==> config.mk <==
export PLATFORM = sky130hd
export DESIGN_NAME = fifo_stream_reader
export DESIGN_NICKNAME = d
export VERILOG_FILES = /design/src/rtl/fifo_stream_reader.sv
export SDC_FILE = /design/constraint.sdc
export NUM_CORES = 1
export LEC_CHECK = 0
export CELL_PAD_IN_SITES_DETAIL_PLACEMENT = 0
export CELL_PAD_IN_SITES_GLOBAL_PLACEMENT = 2
export CORE_MARGIN = 4
export CORE_UTILIZATION = 34
export CTS_BUF_LIST = sky130_fd_sc_hd__clkbuf_2 sky130_fd_sc_hd__clkbuf_4 sky130_fd_sc_hd__clkbuf_8
export CTS_CLUSTER_DIAMETER = 30
export CTS_CLUSTER_SIZE = 40
export DETAILED_ROUTE_END_ITERATION = 8
export GPL_ROUTABILITY_DRIVEN = 0
export PLACE_DENSITY = 0.75
export REMOVE_ABC_BUFFERS = 1
export SYNTH_ARGS = -nofsm -noshare
export SYNTH_HDL_FRONTEND = slang
export SYNTH_SLANG_ARGS = --single-unit
==> constraint.sdc <==
create_clock -name clock -period 2.2 [get_ports clock]
set_input_delay 0.44 -clock clock [delete_from_list [all_inputs] [get_ports clock]]
set_output_delay 0.44 -clock clock [all_outputs]
set_load 0.05 [all_outputs]
==> src/rtl/fifo_stream_reader.sv <==
// Pulls words from a latency-1/2 FIFO read port into a circular skid buffer and
// presents them as a valid/ready stream; reads are credited against buffer space.
module fifo_stream_reader #(
  parameter int unsigned DATA_WIDTH   = 16,
  parameter int unsigned READ_LATENCY = 1,
  parameter int unsigned BUFFER_DEPTH = 4
) (
  input  logic                                  clock,
  input  logic                                  reset,
  input  logic                                  fifo_empty,
  input  logic [DATA_WIDTH-1:0]                 fifo_read_data,
  input  logic                                  fifo_read_data_valid,
  output logic                                  fifo_read_enable,
  input  logic                                  flush,
  input  logic                                  stream_ready,
  output logic                                  stream_valid,
  output logic [DATA_WIDTH-1:0]                 stream_data,
  output logic [$clog2(BUFFER_DEPTH+1)-1:0]     buffer_level,
  output logic                                  overflow
);

  localparam int unsigned PTR_W = $clog2(BUFFER_DEPTH);
  localparam int unsigned LVL_W = $clog2(BUFFER_DEPTH + 1);
  localparam int unsigned IF_W  = $clog2(READ_LATENCY + 1);
  localparam int unsigned OCC_W = LVL_W + 2;

  logic [DATA_WIDTH-1:0]   mem_q [BUFFER_DEPTH];
  logic [DATA_WIDTH-1:0]   mem_d [BUFFER_DEPTH];
  logic [PTR_W-1:0]        wr_ptr_q, wr_ptr_d;
  logic [PTR_W-1:0]        rd_ptr_q, rd_ptr_d;
  logic [LVL_W-1:0]        level_q, level_d;
  logic [READ_LATENCY-1:0] stage_q, stage_d;
  logic [READ_LATENCY-1:0] tag_q, tag_d;
  logic                    overflow_q, overflow_d;

  logic [IF_W-1:0]         in_flight;
  logic                    pop;
  logic                    push;
  logic                    full;
  logic                    arr_tagged;
  logic                    read_en;

  function automatic logic [PTR_W-1:0] ptr_inc(input logic [PTR_W-1:0] p);
    return (p == PTR_W'(BUFFER_DEPTH - 1)) ? '0 : p + 1'b1;
  endfunction

  always_comb begin
    in_flight = '0;
    for (int unsigned k = 0; k < READ_LATENCY; k++) begin
      in_flight = in_flight + IF_W'(stage_q[k]);
    end
  end

  // The oldest stage is the read whose data is due this cycle, so its tag
  // decides whether the arriving word is kept.
  always_comb begin
    pop        = (level_q != '0) && stream_ready;
    full       = (level_q == LVL_W'(BUFFER_DEPTH));
    arr_tagged = stage_q[READ_LATENCY-1] & tag_q[READ_LATENCY-1];
    push       = fifo_read_data_valid && !flush && !arr_tagged && (!full || pop);
    read_en    = !fifo_empty && !flush && !reset &&
                 ((OCC_W'(level_q) + OCC_W'(in_flight)) < (OCC_W'(BUFFER_DEPTH) + OCC_W'(pop)));
  end

  always_comb begin
    mem_d      = mem_q;
    wr_ptr_d   = wr_ptr_q;
    rd_ptr_d   = rd_ptr_q;
    level_d    = level_q;
    overflow_d = overflow_q |
                 (fifo_read_data_valid && !flush && !arr_tagged && full && !pop);

    if (push) begin
      mem_d[wr_ptr_q] = fifo_read_data;
    end

    if (flush) begin
      wr_ptr_d = '0;
      rd_ptr_d = '0;
      level_d  = '0;
    end else begin
      if (push) wr_ptr_d = ptr_inc(wr_ptr_q);
      if (pop)  rd_ptr_d = ptr_inc(rd_ptr_q);
      case ({push, pop})
        2'b10:   level_d = level_q + 1'b1;
        2'b01:   level_d = level_q - 1'b1;
        default: level_d = level_q;
      endcase
    end

    // Flush marks every outstanding read so its data is dropped on arrival.
    stage_d    = '0;
    tag_d      = '0;
    stage_d[0] = read_en;
    for (int unsigned k = 1; k < READ_LATENCY; k++) begin
      stage_d[k] = stage_q[k-1];
      tag_d[k]   = stage_q[k-1] & (tag_q[k-1] | flush);
    end
  end

  always_ff @(posedge clock) begin
    if (reset) begin
      for (int unsigned i = 0; i < BUFFER_DEPTH; i++) begin
        mem_q[i] <= '0;
      end
      wr_ptr_q   <= '0;
      rd_ptr_q   <= '0;
      level_q    <= '0;
      stage_q    <= '0;
      tag_q      <= '0;
      overflow_q <= 1'b0;
    end else begin
      mem_q      <= mem_d;
      wr_ptr_q   <= wr_ptr_d;
      rd_ptr_q   <= rd_ptr_d;
      level_q    <= level_d;
      stage_q    <= stage_d;
      tag_q      <= tag_d;
      overflow_q <= overflow_d;
    end
  end

  always_comb begin
    fifo_read_enable = read_en;
    stream_valid     = (level_q != '0);
    stream_data      = mem_q[rd_ptr_q];
    buffer_level     = level_q;
    overflow         = overflow_q;
  end

endmodule

== Yosys cells after proc, flatten, opt, wreduce, memory -nomap -nowiden ==
Cells that the tools add are included.
Word-level totals
  logic and storage cells: 54
  bits in read-only memories: 0
  bits of input ports: 22
  flip-flop bits (word level): 73
  memories kept: 0
  output and inout port bits: 22
  bits in writable memories: 0
  bits in latches: 0
Operators by class
  mux-type cells: 9
  add/sub/neg operators: 6
  equal/unequal tests: 5
  bitwise operators: 3
  shift operators: 0
  div/mod/pow operators: 0
  magnitude comparators: 4
  reduce and logical (&&, ||, !) cells: 18
  $mul: 0
Operator list (number)
  $bwmux W64: 1
  $mux W16: 3
  $bmux W16 S2: 1
  $demux W16 S2: 1
  $logic_and A1 B1 Y1: 9
  $eq A2 B2 Y1 const B: 3
  $ge A3 B3 Y1 const B: 2
  $not A2 Y3: 2
  $pmux W3 S2: 1
  $logic_not A1 Y1: 5
  $add A2 B1 Y2 const B: 2
  $add A3 B1 Y4: 1
  $add A3 B1 Y4 const A: 1
  $lt A4 B4 Y1: 1
  $mux W2: 2
  $add A3 B1 Y3 const B: 1
  $eq A3 B3 Y1 const B: 1
  $lt A3 B1 Y1 const B: 1
  $reduce_bool A3 Y1: 1
  $sub A3 B1 Y3 const B: 1
  $eq A2 B1 Y1 const B: 1
  $reduce_bool A2 Y1: 1
  $reduce_or A2 Y1: 1
  $logic_or A1 B1 Y1: 1
  $or A1 B1 Y1: 1

== Logic depth before layout (Yosys ltp) ==
Gate-level depths: netlist (run 1).
  word-level depth: 6
  depth in mapped cells: 9
  gate-level depth less buffers: 8

== Worst setup path after synthesis (run 1) ==
No wires, ideal clock.
  path kind: register -> output
  start: reg level_q[0], in the netlist buffer_level[0]
  end: out fifo_read_enable
  path buffers: 0
  cell stages (with the launch flop): 5
  arrival time: 2.336 ns
  required time: 1.760 ns
  slack: -0.576 ns
  path through: dfxtp_1 > ha_1 > ha_1 > or3_1 > a21oi_1
On the way
  longest elaborated chain between the ends: 5
  elaborated cells between the ends (all ways): 6
  classes of those cells: add/sub (2); order compare (1); reduce/logical (3)
Ends and longest elaborated chain
  start: declaration: line 31  | logic [LVL_W-1:0] level_q, level_d;
  start signal: assignment: line 116  | level_q <= level_d;
  $reduce_bool A3 Y1: line 57  | pop = (level_q != '0) && stream_ready;
  $logic_and A1 B1 Y1: line 57
  $add A3 B1 Y4: line 62  | ((OCC_W'(level_q) + OCC_W'(in_flight)) < (OCC_W'(BUFFER_DEPTH) + OCC_W'(pop)));
  $lt A4 B4 Y1 (*): line 62
  $logic_and A1 B1 Y1 (*): line 61  | read_en = !fifo_empty && !flush && !reset &&
  end: declaration: line 13  | output logic fifo_read_enable,
Mark *: on every way between the ends. The rest lies on a longest branch, timed or not.

== Worst setup path in the final report (run 1) ==
Ends and elaborated chain as after synthesis.

==> results of run 1 <==
## cell families after synthesis
| family | count (synthesis) | synth area share, % |
|---|---|---|
| AOI/OAI and AO/OA | 13 | 2.08 |
| xor gates and xnor gates | 3 | 0.751 |
| adders and majority gates | 9 | 3.43 |
| buffers and inverters | 27 | 4.33 |
| DFF | 73 | 41.8 |
| muxes | 81 | 28.9 |
| and+or+nand+nor | 104 | 18.7 |
## through the flow
| stage | util, % | area (µm²) |
|---|---|---|
| 2_1_floorplan | - | 3370 |
| 3_3_place_gp | 41.8 | 4150 |
| 3_5_place_dp | 41.8 | 4150 |
| 4_1_cts | 43.9 | 4350 |
| 5_1_grt | 44.6 | 4420 |
| 6_report | 44.6 | 4420 |
## registers in the layout, indices dropped and copies added (netlist names)
register      cells
wr_ptr_q          2
overflow          1
rd_ptr_q          2
stage_q           1
mem_q            64
buffer_level      3
## report_power, final
part | total, mW | internal, mW | leakage [nW] | switching, mW
Sequential | 1.35 | 1.34 | 0.591 | 0.0112
Clock | 1.08 | 0.582 | 0.109 | 0.497
Combinational | 0.310 | 0.144 | 1.26 | 0.167
## timing repair
item / 4_1_cts / 5_1_grt
buffers inserted: 0 / 1
resized for setup: 3 / 12
endpoints found under the setup margin: 19 / 3
pin swaps: 0 / 4
hold buffers: 0 / 0
## area by class of cell
class / instances / area [µm²]
fillers: 963 / 5490
multi-input cells: 210 / 1930
flip-flops and latches: 73 / 1460
repair buffers: 66 / 626
well taps: 133 / 166
clock buffers: 11 / 151
clock inverters: 5 / 53.8
inverters: 6 / 22.5
## metal layers
metal / up-vias / track usage (%)
met1: 1104 / 18.1
met3: 4 / 4.46
met5: - / 0
li1: 1187 / -
met4: 0 / 2.67
met2: 40 / 20.4
## worst max-delay path, cell delays in order, from the launching register on
cell and delay, ps:
dfxtp_2 330, buf_6 110, ha_4 150, ha_4 200, or3_4 400, a21oi_4 170, buf_12 150
## cell usage after synthesis (3+ instances only)
cell / instances
a21oi_1: 8
buf_6: 3
clkbuf_1: 13
dfxtp_1: 73
ha_1: 8
inv_1: 6
mux2i_1: 65
mux4_2: 16
nand2b_1: 81
nand3_2: 3
nor2_1: 5
o21ai_0: 3
or3_1: 4
xor2_1: 3
## path summary, 6_finish.rpt
path                    from               end  depth (start not counted)
max reg2reg  buffer_level[0]   buffer_level[2]                          8
min                mem_q[48]         mem_q[48]                          2
max          buffer_level[0]  fifo_read_enable                          6
min reg2reg        mem_q[48]         mem_q[48]                          2
==> results.cfg, run 1 <==
[final_layout]
layout_common_cells = 81 x nand2b_1, 71 x dfxtp_1, 65 x mux2i_1, 34 x buf_4, 22 x clkdlybuf4s50_1
final_layout_size_suffix_gt1_share_pct = 23.5
n_antenna_cell = 0
areaGrowthSynthToFinish_pct = 26.3
finalNonFillerCells = 504
nets = 397
final_common_cell = nand2b_1

[drt]
wl_per_cell_um = 14.8
met1_length_mm = 3.70
vias_per_cell = 4.63
drc_errors = 0
dr.first_iter.drc_count = 63
firstDrtPassIters = 4
met3_length_um = 312
totalWireLength_mm = 7.46
vias = 2335
final_antenna_net_count = 0
dr_wl_met2_mm = 3.39
top_layer_used = met4

[critical_path]
reg2reg_slack_ps = 50
end_kind = output pin
cp.arrival_ps = 1850
crit_type = reg2out
required_ps = 1760
cp_max_fo = 2
cp-start-kind = flip-flop

[die]
coreArea_um2 = 9910
die_w_um = 109
start_util_pct = 35.3
io_pins = 44
dieArea_um2 = 12000
fp-row-count = 36
fp.dieH_um = 109

[timing]
max_slew.worst_pin.slew_ps = 597
fin_setup_tns_ps = -88.1
setup_viol = 1
hold_slack_ps = 472
relSlewSlack_pct = 60.2
fin_crit_ps = 2290
clock.fmax_mhz = 437
slew_violations = 0
period_share_pct = 104
fin_skew_ps = 9.74
grt_setup_unrepaired = true
hold_viol_final = 0
setup_slack_ps = -88.1

[yosys]
yosys_warnings = 0
syn_inst = 310
synth_seq_cells = 73
avgSynthCellArea_um2 = 11.3
netlist_area_um2 = 3500
synth_edf_count = 0
synth.top_cell.area_share_pct = 41.8
ys_seq_area_share_pct = 41.8
synth_top_flop_cell = dfxtp_1
synth.distinct_cells = 30
synthTopCellsByArea = dfxtp_1 42%, mux2i_1 19%, nand2b_1 14%
async_reset_ff_share_pct = 0
yosys.area.top_type = dfxtp_1

[place]
dp_slack_ps = -522
io_buffers = 43
place_hpwl_mm = 4.95
dp.cells = 487

[clocking]
cts-root-buf = clkbuf_8
clkSinkCount = 73
clkLatencyLatePin_ps = 340
cts_buffer_depth = 2
cts_max_level = 3
path_clk_slew_ps = 80
numCtsBuffers = 9
cts_tree = done

[power_and_ir_drop]
p_per_area_nw_per_um2 = 621
p_total_mw = 2.74
p_leak_nw = 1.96
ir_worst_vdd_mv = 0.325

[flow_run]
maxCapViolations = 0

[worst_hold_path]
hp-class = reg2reg

[global_route]
grt_pass1_vias = 2431
grt_pass1_wl_mm = 12.1
track_usage_pct = 13.2
overflow = 0
antenna_found_initial = 0
grt_start_max_net_pins = 82

[run_status]
status = finished with violations
violations = setup timing
Note: power is estimated with default switching activity, not from simulation.
==> run 2: changes to the inputs <==
CTS_CLUSTER_DIAMETER = 60   (was 30)
==> results of run 2 <==
The final DEF is identical to that of run 1; final timing and power are the same.
==> run 3: changes to the inputs <==
CELL_PAD_IN_SITES_DETAIL_PLACEMENT = 1   (was 0)
GPL_TIMING_DRIVEN = 1   (was default)
==> run 3 against run 2 <==
The run still ends with setup timing left. Flip-flop and latch count stayed put. Critical endpoint unchanged. Largest power group unchanged. Via count is 3.2% higher. Combinational power is 3% higher. Non-clock buffer count stayed put.
==> results.cfg, run 3 (same netlist as run 1, synthesis figures left out) <==
[clocking]
cts_buffer_depth = 2
cts_tree = done
numCtsBuffers = 9
cts_max_level = 3
path_clk_slew_ps = 80
cts-root-buf = clkbuf_8
clkSinkCount = 73
clkLatencyLatePin_ps = 340

[global_route]
track_usage_pct = 14.2
antenna_found_initial = 0
grt_pass1_vias = 2611
grt_pass1_wl_mm = 13.0
overflow = 0
grt_start_max_net_pins = 82

[worst_hold_path]
hp-class = reg2reg

[final_layout]
fillers = 1077
layout_common_cells = 81 x nand2b_1, 70 x dfxtp_1, 65 x mux2i_1, 34 x buf_4, 22 x clkdlybuf4s50_1
utilization_pct = 44.9
design_area_um2 = 4450
seqCellArea_um2 = 1470
areaGrowthSynthToFinish_pct = 27.2
final_common_cell = nand2b_1
final_layout_size_suffix_gt1_share_pct = 24.8
n_antenna_cell = 0
multi_input_area_um2 = 1970
nets = 397
regMostFlops = mem_q
finalNonFillerCells = 504
largest_reg_flops = 64

[power_and_ir_drop]
seq_power_share_pct = 49.3
p_leak_nw = 1.96
p_per_area_nw_per_um2 = 617
p_int_mw = 2.08
switching_share_pct = 24.3
power_frac_comb_pct = 11.6
p_total_mw = 2.74
clockPowerShare_pct = 39.1
p_switching_uw = 667
ir_worst_vdd_mv = 0.315

[critical_path]
cp_max_fo = 3
cpMaxStageDelayCell = clkdlybuf4s50_1
cp-start-kind = primary input
required_ps = 1760
end_kind = output pin
cpPeakStageDelay_ps = 430
cp.arrival_ps = 1820
cp_cell_sequence = clkdlybuf4s50_1 -> or2_2 -> a311o_1 -> a21oi_4 -> buf_12
crit_type = in2out

[timing]
fin_crit_ps = 2260
fin_setup_tns_ps = -60.1
fin_skew_ps = 6.57
hold_viol_final = 0
period_share_pct = 103
max_slew.worst_pin.slew_ps = 611
setup_viol = 1
relSlewSlack_pct = 59.3
slew_violations = 0
clock.fmax_mhz = 442
hold_slack_ps = 476
grt_setup_unrepaired = true
setup_slack_ps = -60.1

[place]
place_hpwl_mm = 5.41
dpl-instance-area_um2 = 4150
dp_slack_ps = -556
dp.cells = 487
io_buffers = 43

[drt]
totalWireLength_mm = 8.05
firstDrtPassIters = 4
vias = 2409
vias_per_cell = 4.78
wl_per_cell_um = 16.0
final_antenna_net_count = 0
dr.first_iter.drc_count = 52
drc_errors = 0

[die]
start_util_pct = 35.3
fp-row-count = 36
fp.dieH_um = 109
io_pins = 44
die_w_um = 109
coreArea_um2 = 9910
dieArea_um2 = 12000

[run_status]
status = finished with violations
violations = setup timing

[flow_run]
maxCapViolations = 0
## run 3: cell types whose count changed in the layout (fill, tap and decap cells not counted), sizes merged
cell / previous run / this run
clkinv: 4 / 2
clkbuf: 11 / 13
## run 3: power groups by stage
stage,sequential [mW],combinational (mW),clock [mW]
floorplan,1.39,0.176,0
global placement,1.38,0.308,0
global route,1.36,0.342,1.18
CTS,1.35,0.314,1.12
detailed placement,1.38,0.313,0
finish,1.35,0.318,1.07
## run 3: area by class of cell
class / instances / share of cell area, %
well taps: 133 / 3.74
clock buffers: 13 / 3.60
inverters: 6 / 0.506
multi-input cells: 210 / 44.2
clock inverters: 3 / 0.900
flip-flops and latches: 73 / 33.0
repair buffers: 66 / 14.1
## run 3: worst max-delay path, delay by kind of cell
family	cells	cell delay (ps)
AO/OA/AOI/OAI	2	470
AND/OR/NAND/NOR	1	340
buffers and inverters	2	580
## run 3: per-layer routing
metal	routed length, µm	global-route usage (%)	vias to the layer above
met5	0	0	-
met4	71	3.47	0
met3	359	4.29	8
met2	3950	23.8	41
met1	3670	17.9	1178
li1	-	-	1182
## run 3: final timing paths
check,cells past startpoint,from,endpoint,slack [ps]
max reg2reg,8,buffer_level[1],buffer_level[2],30
min reg2reg,2,mem_q[30],mem_q[30],480
min,2,mem_q[30],mem_q[30],480
max,5,flush,fifo_read_enable,-60
## run 3: timing repair
item | 4_1_cts | 5_1_grt
cloned | 0 | 0
setup endpoints to repair | 19 | 6
hold buffers | 0 | 0
buffers inserted | 0 | 1
pin swaps | 2 | 6
gates resized for setup | 6 | 17
